File: config.mk
export PLATFORM = sky130hd
export DESIGN_NAME = serial_magnitude_comparator
export DESIGN_NICKNAME = d
export VERILOG_FILES = /design/src/rtl/serial_magnitude_comparator.sv
export SDC_FILE = /design/constraint.sdc
export NUM_CORES = 1
export LEC_CHECK = 0
export CORE_ASPECT_RATIO = 0.75
export CORE_MARGIN = 1
export CORE_UTILIZATION = 50
export CTS_CLUSTER_DIAMETER = 200
export DETAILED_ROUTE_END_ITERATION = 6
export PLACE_DENSITY = 0.86
export SLEW_MARGIN = 20
export SYNTH_ARGS = -nofsm -noshare
export SYNTH_HDL_FRONTEND = slang
export SYNTH_SLANG_ARGS = --single-unit
File: constraint.sdc
create_clock -name clk -period 2 [get_ports clk]
set_clock_uncertainty 0.05 [all_clocks]
set_input_delay 0.6 -clock clk [delete_from_list [all_inputs] [get_ports clk]]
set_output_delay 0.6 -clock clk [all_outputs]
set_load 0.005 [all_outputs]
File: src/rtl/serial_magnitude_comparator.sv
// Bit-serial unsigned magnitude comparator: scans two captured operands LSB-first,
// one bit per clock, so the most significant differing bit decides the result.
module serial_magnitude_comparator #(
  parameter int WIDTH = 8
) (
  input  logic             clk,
  input  logic             rst_n,
  input  logic             start,
  input  logic [WIDTH-1:0] A,
  input  logic [WIDTH-1:0] B,
  output logic             ready,
  output logic             done,
  output logic             less,
  output logic             equal,
  output logic             greater
);

  localparam int CNT_W = $clog2(WIDTH);

  typedef enum logic [1:0] {IDLE, SCAN, DONE} state_t;
  typedef enum logic [1:0] {RES_EQ, RES_LT, RES_GT} res_t;

  state_t           state_q;
  res_t             res_q;
  res_t             res_d;
  logic [WIDTH-1:0] sa_q;
  logic [WIDTH-1:0] sb_q;
  logic [CNT_W-1:0] cnt_q;
  logic             ready_q;
  logic             done_q;
  logic             less_q;
  logic             equal_q;
  logic             greater_q;
  logic             last_bit;

  // A differing bit always overwrites the running result; later (higher) bits win.
  always_comb begin
    res_d = res_q;
    if (sa_q[0] && !sb_q[0]) begin
      res_d = RES_GT;
    end else if (!sa_q[0] && sb_q[0]) begin
      res_d = RES_LT;
    end
  end

  assign last_bit = (cnt_q == CNT_W'(WIDTH - 1));

  always_ff @(posedge clk or negedge rst_n) begin
    if (!rst_n) begin
      state_q   <= IDLE;
      res_q     <= RES_EQ;
      sa_q      <= '0;
      sb_q      <= '0;
      cnt_q     <= '0;
      ready_q   <= 1'b1;
      done_q    <= 1'b0;
      less_q    <= 1'b0;
      equal_q   <= 1'b0;
      greater_q <= 1'b0;
    end else begin
      case (state_q)
        IDLE: begin
          if (start) begin
            sa_q    <= A;
            sb_q    <= B;
            cnt_q   <= '0;
            res_q   <= RES_EQ;
            ready_q <= 1'b0;
            state_q <= SCAN;
          end
        end
        SCAN: begin
          res_q <= res_d;
          sa_q  <= sa_q >> 1;
          sb_q  <= sb_q >> 1;
          cnt_q <= cnt_q + CNT_W'(1);
          if (last_bit) begin
            less_q    <= (res_d == RES_LT);
            equal_q   <= (res_d == RES_EQ);
            greater_q <= (res_d == RES_GT);
            done_q    <= 1'b1;
            state_q   <= DONE;
          end
        end
        DONE: begin
          done_q  <= 1'b0;
          ready_q <= 1'b1;
          state_q <= IDLE;
        end
        default: begin
          done_q  <= 1'b0;
          ready_q <= 1'b1;
          state_q <= IDLE;
        end
      endcase
    end
  end

  assign ready   = ready_q;
  assign done    = done_q;
  assign less    = less_q;
  assign equal   = equal_q;
  assign greater = greater_q;

endmodule

-- Word level (Yosys, flattened, before mapping)
Index checks and enable logic that the tools add are counted.
- bits in registers: 28
- output and inout bits: 5
- bits of input ports: 19
- multiplexer cells: 17
- reductions and logical operators: 12
- eq/ne operators: 6
- add/subtract/negate cells: 1
- bitwise logic cells: 2
- operators by type and width (cell ; count):
    case mux 8 bit (2 select lines) ; 2
    2-to-1 mux 8 bit ; 2
    2-to-1 mux 2 bit ; 5
    AND reduction 2 bit ; 5
    case mux 2 bit (2 select lines) ; 2
    case mux 3 bit (2 select lines) ; 1
    == test 2 x 1 -> 1 bit, second input constant ; 2
    zero test 2 bit ; 2
    inequality test 2 bit, second input constant ; 2
    case mux 1 bit (2 select lines) ; 2
    adder 3 x 1 -> 3 bit, second input constant ; 1
    == test 3 bit, second input constant ; 1
    2-to-1 mux 3 bit ; 1
    == test 2 bit, second input constant ; 1
    logical AND 1 bit ; 2
    zero test 1 bit ; 2
    2-to-1 mux 1 bit ; 2
    NOT 1 bit ; 2
    nonzero test 2 bit ; 1

-- Logic depth before layout (Yosys ltp)
- depth in word-level cells: 5
- depth in mapped cells: 6

-- Worst setup path after synthesis
Ideal clock, no wire load.
- path kind: reg2reg
- from: reg state_q[1]
- to: reg cnt_q[0]
- arrival: 1118 ps
- path buffers: 2
- stages on the path, launching flop included: 5
- data required time: 1825 ps
- slack: 708 ps
- clock period less this slack: 1292 ps
- path through: dfrtp_1 buf_4 o21bai_1 buf_4 mux2_2
- cells in the longest elaborated chain, start to end: 3
- ends and longest elaborated chain (element ; RTL line ; text):
    from (decl) ; 23 ; state_t state_q;
    from (signal assigned) ; 50 ; state_q <= IDLE;
    from (signal assigned) ; 69 ; state_q <= SCAN;
    from (signal assigned) ; 82 ; state_q <= DONE;
    == test 2 x 1 -> 1 bit / zero test 2 bit (equally long branches) ; 61 ; case (state_q)
    nonzero test 2 bit (no line) / inequality test 2 bit (equally long branches) ; - ;
    AND reduction 2 bit (no line) ; - ;
    to (signal assigned) ; 76 ; cnt_q <= cnt_q + CNT_W'(1);
    to (decl) ; 28 ; logic [CNT_W-1:0] cnt_q;
Several ways; a longest one is shown, not always the timed one.
A chain may end at the register's enable or synchronous reset.

-- Worst setup path after layout
- from: reg greater_q, in the netlist greater
- to: out greater
- RTL lines (element ; RTL line ; text):
    from (decl) ; 33 ; logic greater_q;
    from (signal assigned) ; 80 ; greater_q <= (res_d == RES_GT);
    to (decl) ; 15 ; output logic greater
No word-level cell between the ends.

==> run metrics <==
run status=finished clean; final routed DRC violation total=0; remaining global-route overflow=0; sum of buffers and inverters on the critical path=1; layout overhead on the synthesized area=21.9%; list of cells traversed by the critical path=clkdlybuf4s50_1; violation count after the first detailed-routing iteration=51; root buffer cell=sky130_fd_sc_hd__clkbuf_8; Crit path max-delay family=buffers and inverters; Port Buf Inserts=23; floorplan die area=~3000 um^2; Final Non-Filler Cells=roughly 190; post-synthesis net count=~150; core region area=2620 um^2; area leader, netlist=sky130_fd_sc_hd__dfrtp_1; unrepaired setup endpoints after global routing=false; wirelength, routed=approximately 2200 um; final count of hold timing violations=0; iteration count of the initial detailed-routing pass=4; reported leakage power=approximately 0.81 nW; half-perimeter wire length after detailed placement=~1600 um; Cell Rows=16; Max Cap Violations=0; Antenna Violating Nets Remaining=0; starting density of the core=0.530; synth top area cells=sky130_fd_sc_hd__dfrtp_1 (49%), sky130_fd_sc_hd__mux2i_1 (8.6%), sky130_fd_sc_hd__nand2_1 (4.9%); Data required, critical path=~1400 ps; antenna violations before repair=0; crit path kind=reg -> out; Worst-Margin Slew=around 530 ps; Total Nets Final=between 150 and 200; die width=~63 um; type of origin of the critical path=flop; maximum single-stage delay on the critical path=500 ps; shortest clock period the worst path allows after layout=between 1500 and 2000 ps; average via count per standard cell=5.21; sequential standard cell area=approximately 700 um^2; number of sinks handled by clock tree synthesis=28; buffer depth of the longest clock path=2; Final setup violation count=0; total routing resource utilization after global routing=0.169; max-slew headroom at the worst pin=0.647; DR vias=963; path class of the lowest-slack min-delay path=reg -> reg; synth cell count leaders=sky130_fd_sc_hd__dfrtp_1 (27), sky130_fd_sc_hd__nand2_1 (18), sky130_fd_sc_hd__mux2i_1 (12); number of placed cells counting well taps=181; critical-path maximum fanout=2; layout cell share with drive strength beyond 1=0.141; clock slew seen by the registers of the worst setup and hold paths=about 90 ps; number of buffers created by CTS=3; YS warnings=0; Cell Area, Synth=roughly 1400 um^2; master of the slowest instance on the critical path=sky130_fd_sc_hd__clkdlybuf4s50_1; number of enable-type register cells in the synthesized netlist=0; CP endpoint kind=output port; fraction of synthesized cell area taken by the top area cell type=0.486; wire length of the first global-routing pass=roughly 3700 um; max-slew violation count=0; number of distinct library cells after synthesis=32; total negative slack for setup checks=0 ps; routed wire length per instance=about 12 um; worst supply voltage drop on vdd=about 0.75 mV; synthesized flop and latch total=28; top_reg_cell synth=sky130_fd_sc_hd__dfrtp_1; most frequent cell after synthesis=sky130_fd_sc_hd__dfrtp_1; Post-Syn Area per Cell=around 11 um^2; WP data arrival=1130 ps; Routability Congestion=approximately 0.71; share of synthesized area occupied by flip-flops and latches=0.505; multi-input gate area in the final layout=about 590 um^2; maximum number of pins on one net before global-route repair=30; share of the core filled with cells in the final layout=0.646; Ant. Diodes=0; TritonCTS clock tree=yes; fillcell total=approximately 220; Cells after Synth=around 120; postcts setup bufs=0; die height=47.6 um; number of global-route vias before repair=829; source-to-sink clock delay at the later pin of the worst-skew pair=~270 ps; Final period util=0.892; worst hold-check slack=437 ps; count of pins on the block boundary=24; P per Cell Area=around 1400 nW/um^2; Max H-tree Level=1; highest clock frequency the design can meet=~560 MHz; fraction of registers with async set/reset=1.00
==> power breakdown <==
part	total, mW	internal [mW]	leakage (nW)	switching [mW]
clock network	0.345	0.176	0.0288	0.169
logic	0.947	0.534	0.430	0.413
registers	1.02	0.814	0.351	0.201
total	2.31	1.52	0.810	0.782
==> flip-flops by register name, summed over array words and instances (netlist names) <==
register,count
sa_q,8
sb_q,8
greater,1
equal,1
cnt_q,3
state_q,2
done,1
ready,1
res_q,2
less,1
==> per-stage QoR <==
step | cell area [um^2] | power [mW] | setup slack (ps)
final | 1690 | 2.31 | 215
after global routing | 1690 | 2.50 | 155
after CTS | 1690 | 2.34 | 24.9
after detailed placement | 1640 | 1.99 | 168
after global placement | 1640 | 1.93 | 174
after floorplan | 1390 | 1.80 | 708
==> final timing paths <==
check	slack, ps	endpoint	cells after the start	startpoint
min reg2reg	440	sa_q[3]	2	sa_q[3]
max in group asynchronous	950	ready	2	rst_n
min in group asynchronous	640	equal	2	rst_n
max	220	greater	1	greater
min	440	sa_q[3]	2	sa_q[3]
max reg2reg	390	sa_q[6]	3	state_q[0]
==> logic make-up (layout without fill, tap and decap cells) <==
| family | Yosys count | count (layout) | share of synthesized area |
|---|---|---|---|
| DFF | 28 | 28 | 0.505 |
| muxes | 13 | 13 | 0.0946 |
| AOI/OAI and AO/OA | 37 | 37 | 0.175 |
| and+or+nand+nor | 30 | 30 | 0.118 |
| adders and majority gates | 3 | 3 | 0.0252 |
| buffers and inverters | 12 | 37 | 0.0757 |
| xor gates and xnor gates | 1 | 1 | 0.00631 |
==> final cells by class <==
class | instances | share of cell area
sequential | 28 | 0.415
multi-input combinational | 84 | 0.346
timing repair buffer | 29 | 0.171
clock buffer | 4 | 0.0325
tap | 36 | 0.0266
inverter | 4 | 0.00887
==> what timing repair did <==
| action | 4_1_cts | 5_1_grt |
|---|---|---|
| gates resized for setup | 0 | 1 |
| setup endpoints to repair | 0 | 1 |
| hold endpoints to repair | 0 | 0 |
| hold buffers | 0 | 0 |
==> worst register-to-register path: stages, from the launching register on <==
cell and delay, ps:
sky130_fd_sc_hd__dfrtp_1 540, sky130_fd_sc_hd__nor2b_4 550, sky130_fd_sc_hd__mux2i_1 290, sky130_fd_sc_hd__o21ai_2 70
==> per-layer routing <==
layer | wire, um | global-route usage | vias to the layer above
met3 | 93 | 0.0548 | 5
met2 | 1060 | 0.293 | 18
met1 | 973 | 0.192 | 460
li1 | - | - | 480
met4 | 44 | 0.107 | 0
met5 | 0 | 0 | -
==> layout by cell type, fill, tap and decap left out <==
master                            count
sky130_fd_sc_hd__clkbuf_8             4
sky130_fd_sc_hd__nor3b_1              1
sky130_fd_sc_hd__o21ai_1              2
sky130_fd_sc_hd__a22o_1               4
sky130_fd_sc_hd__o21a_1               1
sky130_fd_sc_hd__nand2b_1             1
sky130_fd_sc_hd__mux2_2               1
sky130_fd_sc_hd__nor2_1               1
sky130_fd_sc_hd__o21ai_2              6
sky130_fd_sc_hd__nor2b_4              1
sky130_fd_sc_hd__o22ai_1              1
sky130_fd_sc_hd__inv_1                4
sky130_fd_sc_hd__o31ai_1              1
sky130_fd_sc_hd__a22oi_1              2
sky130_fd_sc_hd__o21bai_2             1
sky130_fd_sc_hd__a21oi_1              6
sky130_fd_sc_hd__dlymetal6s2s_1       1
sky130_fd_sc_hd__nor2b_1              6
sky130_fd_sc_hd__a21o_1               1
sky130_fd_sc_hd__dfstp_2              1
sky130_fd_sc_hd__clkdlybuf4s50_1     22
sky130_fd_sc_hd__o21ai_0             11
sky130_fd_sc_hd__buf_12               1
sky130_fd_sc_hd__or2b_1               1
sky130_fd_sc_hd__nand3b_4             1
sky130_fd_sc_hd__buf_4                5
sky130_fd_sc_hd__mux2i_1             12
sky130_fd_sc_hd__ha_1                 2
sky130_fd_sc_hd__xor2_1               1
sky130_fd_sc_hd__dfrtp_1             27
sky130_fd_sc_hd__nand2_1             18
sky130_fd_sc_hd__o41ai_1              1
sky130_fd_sc_hd__maj3_1               1
Power figures use the tool's default switching activity.
